**src/rtl/unidade_controle_exp3.sv**
```systemverilog
`default_nettype none
// ============================================================================
// unidade_controle_exp3 : Moore control FSM sequencing the Exp2 counter/comparator datapath.
// Optional macro TIMEOUT_EN adds a bounded wait (TIMEOUT_CYCLES) for each play in ESPERA.
// Revision: 1.0 - initial release
// ============================================================================
module unidade_controle_exp3 #(
  parameter int TIMEOUT_CYCLES = 5000
) (
  input  logic       clock,
  input  logic       reset,
  input  logic       iniciar,
  input  logic       jogada,
  input  logic       igual,
  input  logic       fim,
  output logic       zera,
  output logic       conta,
  output logic       registra,
  output logic       pronto,
  output logic       acertou,
  output logic       errou,
  output logic       timeout,
  output logic [3:0] db_estado
);

  // State codes double as the debug display value.
  localparam logic [3:0] INICIAL     = 4'h0;
  localparam logic [3:0] PREPARA     = 4'h1;
  localparam logic [3:0] ESPERA      = 4'h2;
  localparam logic [3:0] REGISTRA    = 4'h4;
  localparam logic [3:0] COMPARA     = 4'h5;
  localparam logic [3:0] PROXIMO     = 4'h6;
  localparam logic [3:0] FIM_ACERTOU = 4'hA;
  localparam logic [3:0] FIM_ERROU   = 4'hE;

  if (TIMEOUT_CYCLES < 2) begin : g_cfg_check
    $error("TIMEOUT_CYCLES must be at least 2");
  end

  logic [3:0] estado_q, estado_d;
  logic       jogada_q;
  logic       jogada_edge;
  logic       timeout_hit;
  logic       tflag;

  assign jogada_edge = jogada & ~jogada_q;

`ifdef TIMEOUT_EN
  localparam int              TW       = $clog2(TIMEOUT_CYCLES);
  localparam logic [TW-1:0]   CNT_LAST = TW'(TIMEOUT_CYCLES - 1);

  logic [TW-1:0] cnt_q, cnt_d;
  logic          tflag_q, tflag_d;

  // A play arriving in the expiry cycle takes priority over the timeout.
  assign timeout_hit = (estado_q == ESPERA) && (cnt_q == CNT_LAST) && !jogada_edge;
  assign tflag       = tflag_q;

  always_comb begin
    cnt_d   = (estado_q == ESPERA) ? cnt_q + 1'b1 : '0;
    tflag_d = tflag_q;
    if (timeout_hit) begin
      tflag_d = 1'b1;
    end else if (estado_q == PREPARA) begin
      tflag_d = 1'b0;
    end
  end

  always_ff @(posedge clock or negedge reset) begin
    if (!reset) begin
      cnt_q   <= '0;
      tflag_q <= 1'b0;
    end else begin
      cnt_q   <= cnt_d;
      tflag_q <= tflag_d;
    end
  end
`else
  assign timeout_hit = 1'b0;
  assign tflag       = 1'b0;
`endif

  always_comb begin
    estado_d = estado_q;
    case (estado_q)
      INICIAL:     if (iniciar) estado_d = PREPARA;
      PREPARA:     estado_d = ESPERA;
      ESPERA: begin
        if (jogada_edge)      estado_d = REGISTRA;
        else if (timeout_hit) estado_d = FIM_ERROU;
      end
      REGISTRA:    estado_d = COMPARA;
      COMPARA: begin
        if (!igual)   estado_d = FIM_ERROU;
        else if (fim) estado_d = FIM_ACERTOU;
        else          estado_d = PROXIMO;
      end
      PROXIMO:     estado_d = ESPERA;
      FIM_ACERTOU: if (iniciar) estado_d = PREPARA;
      FIM_ERROU:   if (iniciar) estado_d = PREPARA;
      default:     estado_d = INICIAL;
    endcase
  end

  always_ff @(posedge clock or negedge reset) begin
    if (!reset) begin
      estado_q <= INICIAL;
      jogada_q <= 1'b0;
    end else begin
      estado_q <= estado_d;
      jogada_q <= jogada;
    end
  end

  always_comb begin
    zera      = 1'b0;
    conta     = 1'b0;
    registra  = 1'b0;
    pronto    = 1'b0;
    acertou   = 1'b0;
    errou     = 1'b0;
    timeout   = 1'b0;
    db_estado = estado_q;
    case (estado_q)
      INICIAL, ESPERA, COMPARA: ;
      PREPARA:  zera     = 1'b1;
      REGISTRA: registra = 1'b1;
      PROXIMO:  conta    = 1'b1;
      FIM_ACERTOU: begin
        pronto  = 1'b1;
        acertou = 1'b1;
      end
      FIM_ERROU: begin
        pronto  = 1'b1;
        errou   = 1'b1;
        timeout = tflag;
      end
      default:  db_estado = 4'hF;
    endcase
  end

endmodule
`default_nettype wire

```
**config.mk**
```make
export PLATFORM = sky130hd
export DESIGN_NAME = unidade_controle_exp3
export DESIGN_NICKNAME = d
export VERILOG_FILES = /design/src/rtl/unidade_controle_exp3.sv
export SDC_FILE = /design/constraint.sdc
export NUM_CORES = 1
export LEC_CHECK = 0
export ABC_AREA = 1
export BUFFER_PORTS_ARGS = -buffer_cell sky130_fd_sc_hd__clkbuf_2
export CORE_AREA = 2 2 39 41
export DETAILED_ROUTE_END_ITERATION = 12
export DIE_AREA = 0 0 41 43
export HOLD_SLACK_MARGIN = 0.03
export PLACE_DENSITY = 0.53
export REMOVE_ABC_BUFFERS = 1
export SYNTH_ARGS = -nofsm -noshare
export SYNTH_HDL_FRONTEND = slang
export SYNTH_SLANG_ARGS = --single-unit
```
**constraint.sdc**
```tcl
create_clock -name clock -period 2.4 [get_ports clock]
set_input_delay 0.48 -clock clock [delete_from_list [all_inputs] [get_ports clock]]
set_output_delay 0.48 -clock clock [all_outputs]
set_load 0.01 [all_outputs]
```
; Word level (Yosys, flattened, before mapping)
; Index checks and enable logic that the tools add are counted.
[totals]
output_inout_bits = 11
register_bits = 5
inputBits = 6
elab_cells = 31
[classes]
bitwise_logic = 2
reduce_logical = 6
mux = 12
eq_ne = 9
[ops]
columns = op, count
row1 = $mux 4, 5
row2 = $pmux 4 s5, 1
row3 = $eq 4x3->1 const B, 3
row4 = $eq 4x4->1 const B, 2
row5 = $reduce_or 8->1, 1
row6 = $mux 1, 6
row7 = $eq 4x1->1 const B, 1
row8 = $eq 4x2->1 const B, 1
row9 = $logic_not 4->1, 1
row10 = $reduce_or 2->1, 2
row11 = $reduce_or 3->1, 1
row12 = $ne 2x1->1 const B, 1
row13 = $ne 2x2->1 const B, 1
row14 = $reduce_and 2->1, 1
row15 = $and 1x1->1, 1
row16 = $not 1->1, 1

; Depth between registers and ports, before layout
[depth]
word_depth = 4
ltp_mapped = 8
mapped_depth_nobuf = 8

; Worst setup path before layout
; OpenSTA, ideal clock, no wires.
[synth_timing]
kind = reg-to-output
start = register estado_q[1]
end = output conta
n_path_buf = 0
slack_ps = 1009
arrival_time_ps = 911
path_stages_with_launch = 5
required_time_ps = 1920
path_cell_list = dfrtp_1 inv_2 nor2_4 inv_2 nor3_1
[synth_between]
elab_chain_len = 2
[synth_rtl]
columns = element, line
row1 = from (decl), 40  ; logic [3:0] estado_q, estado_d;
row2 = from (signal assigned), 110  ; estado_q <= estado_d;
row3 = $eq 4x3->1, 124  ; case (estado_q)
row4 = $mux 1, 124
row5 = to (decl), 17  ; output logic conta,
; Every way passes these cells.

; Final worst setup path
; Ends and elaborated chain as after synthesis.

==> flow_summary.json <==
{
  "cts_resized": 0,
  "wl_per_cell_um": 8.55,
  "drv_slew": 0,
  "die_area_um2": 1760,
  "cts.sinks": 5,
  "grt_start_max_net_pins": 8,
  "via_count": 366,
  "synth_area_um2": 343,
  "pin_count": 17,
  "die_h_um": 43,
  "min_period_ns": 1.79,
  "worstSetupPathType": "reg -> out",
  "cts_buffers": 3,
  "dp_hpwl_um": 691,
  "seq_area_frac_synth_pct": 36.5,
  "antenna_found_initial": 0,
  "finalSetupTns_ns": 0,
  "cts_root_buf": "clkbuf_4",
  "rsz0062_at_grt": "false",
  "drive_above_1_share_pct": 35.2,
  "critPathArrivalTime_ns": 1.31,
  "ff_latch_area_um2": 125,
  "hold_buffers": 0,
  "grt-ovfl-total": 0,
  "finalCritPeriodShare_pct": 74.7,
  "p_per_area_nw_per_um2": 1270,
  "fill_cells": 150,
  "syn_avg_cell_area_um2": 6.47,
  "peakVddDrop_v": 0.000440,
  "synth_seq_cells": 5,
  "htree_levels": 1,
  "p_seq_share_pct": 25.8,
  "end_kind": "output port",
  "drc": 0,
  "finalNonFillerCells": 87,
  "core_area_um2": 1380,
  "routabilityCongestion": 0.725,
  "avgViaCountPerCell": 4.21,
  "setup_viol": 0,
  "clk_latency_ns": 0.23,
  "cp-start-kind": "flip-flop",
  "synthCells": 53,
  "initial_core_util_pct": 24.8,
  "power_frac_comb_pct": 58.2,
  "finClkSkew_ns": 0.00269,
  "area_growth_syn_to_layout_pct": 33.2,
  "final_hold_viol_count": 0,
  "wl_um": 744,
  "grt_pass1_vias": 294,
  "power_switching_uw": 279,
  "swShare_pct": 48.1,
  "cts_max_path_buffers": 2,
  "grt.total_usage_pct": 11.3,
  "finalNetCount": 78,
  "hold_class": "in -> async",
  "grt_first_pass_wirelength_um": 1250,
  "yosys_warnings": 0,
  "clk_pin_slew_ns": 0.04,
  "fmax_mhz": 558,
  "power.leakage_nw": 0.282,
  "row_count": 14,
  "n_antenna_cell": 0,
  "ant_nets": 0,
  "cp_max_fo": 5,
  "maxCapViolCount": 0,
  "postCtsSetupBuffers": 0,
  "port-buffer-count": 15,
  "fp.dieW_um": 41,
  "p_clk_share_pct": 16.0,
  "dp.cells": 83,
  "drtIter0Drc": 4,
  "synth_cell_type_count": 15,
  "status": "finished, final reports clean",
  "dr.pass1.iters": 2,
  "multi_input_area_um2": 173,
  "required_ns": 1.92,
  "cts_tree": "yes",
  "power.internal_uw": 301
}
[worst max-delay path: stages, from the launching register on]
cell	delay (ns)
dfrtp_1	0.42
inv_2	0.07
nor2_4	0.13
inv_2	0.05
nor3_1	0.22
clkbuf_2	0.19
[flip-flops by register name (all words and copies together), names as in the netlist]
signal	flops
jogada_q	1
estado_q	4
[final timing paths]
check	start	end	slack [ns]	cells after the start
worst max-delay path	estado_q[1]$_DFFE_PN0P_	conta	0.61	5
max in group asynchronous	reset	estado_q[0]$_DFFE_PN0P_	2.21	1
worst max register to register	estado_q[3]$_DFFE_PN0P_	estado_q[2]$_DFFE_PN0P_	1.25	7
worst min register to register	estado_q[2]$_DFFE_PN0P_	estado_q[2]$_DFFE_PN0P_	0.55	2
worst min-delay path	reset	estado_q[3]$_DFFE_PN0P_	0.05	1
min in group clock	jogada	jogada_q$_DFF_PN0_	0.37	1
[layer usage]
metal	GRT usage [%]	share of wire, %	vias to the layer above
met5	0	0	-
met4	8.00	1.5	0
met3	4.71	5.9	2
met2	16.6	50	10
met1	12.5	42	154
li1	-	-	200
[cell usage in the layout (no fill, tap or decap), types with 2 or more instances in the layout]
cell type,instances
dfrtp_1,5
clkbuf_2,15
inv_2,2
nor2_1,8
inv_1,7
clkbuf_4,3
nand2_2,4
o211ai_1,2
nand2_1,15
nand3_1,3
[final cells by class]
type                    count  area share [%]
inverters                  10            8.22
flip-flops and latches      5            27.4
well taps                  16            4.38
clock buffers               4            5.75
repair buffers             15            16.4
multi-input cells          37            37.8
[Yosys cell counts, drive strengths merged]
| master | count | area, um2 |
|---|---|---|
| nand3 | 3 | 15.0 |
| nand2 | 19 | 81.3 |
| nor3 | 1 | 5.00 |
| nor4 | 1 | 6.26 |
| nor2 | 9 | 41.3 |
| buf | 1 | 7.51 |
| clkinv | 1 | 3.75 |
| a21oi | 1 | 5.00 |
| o211ai | 2 | 15.0 |
| dfrtp | 5 | 125 |
| inv | 9 | 33.8 |
| conb | 1 | 3.75 |
[power groups by stage]
| stage | combinational [mW] | clock [mW] | sequential, mW |
|---|---|---|---|
| floorplan | 0.239 | 0 | 0.144 |
| global placement | 0.347 | 0 | 0.150 |
| detailed placement | 0.343 | 0 | 0.151 |
| CTS | 0.344 | 0.0988 | 0.150 |
| global route | 0.388 | 0.105 | 0.156 |
| finish | 0.338 | 0.0931 | 0.150 |
[per-stage QoR]
stage	utilization (%)	cell area [um2]	setup slack, ns	power (mW)	hold slack [ns]
final	33.0	457	0.607	0.580	0.0536
after global routing	33.0	457	0.515	0.649	0.0505
after CTS	33.0	457	0.593	0.592	0.0487
after detailed placement	31.1	430	0.851	0.494	0.304
after global placement	31.1	430	0.838	0.497	0.300
after floorplan	-	335	1.01	0.383	0.184
[logic make-up (layout without fill, tap and decap cells)]
group,count (synthesis),after routing,share of synthesized area [%]
other,1,1,1.09
AND/OR/NAND/NOR,33,33,43.4
AO/OA/AOI/OAI,3,3,5.84
buffers and inverters,11,29,13.1
flip-flops,5,5,36.5
Note: power is estimated with default switching activity, not from simulation.
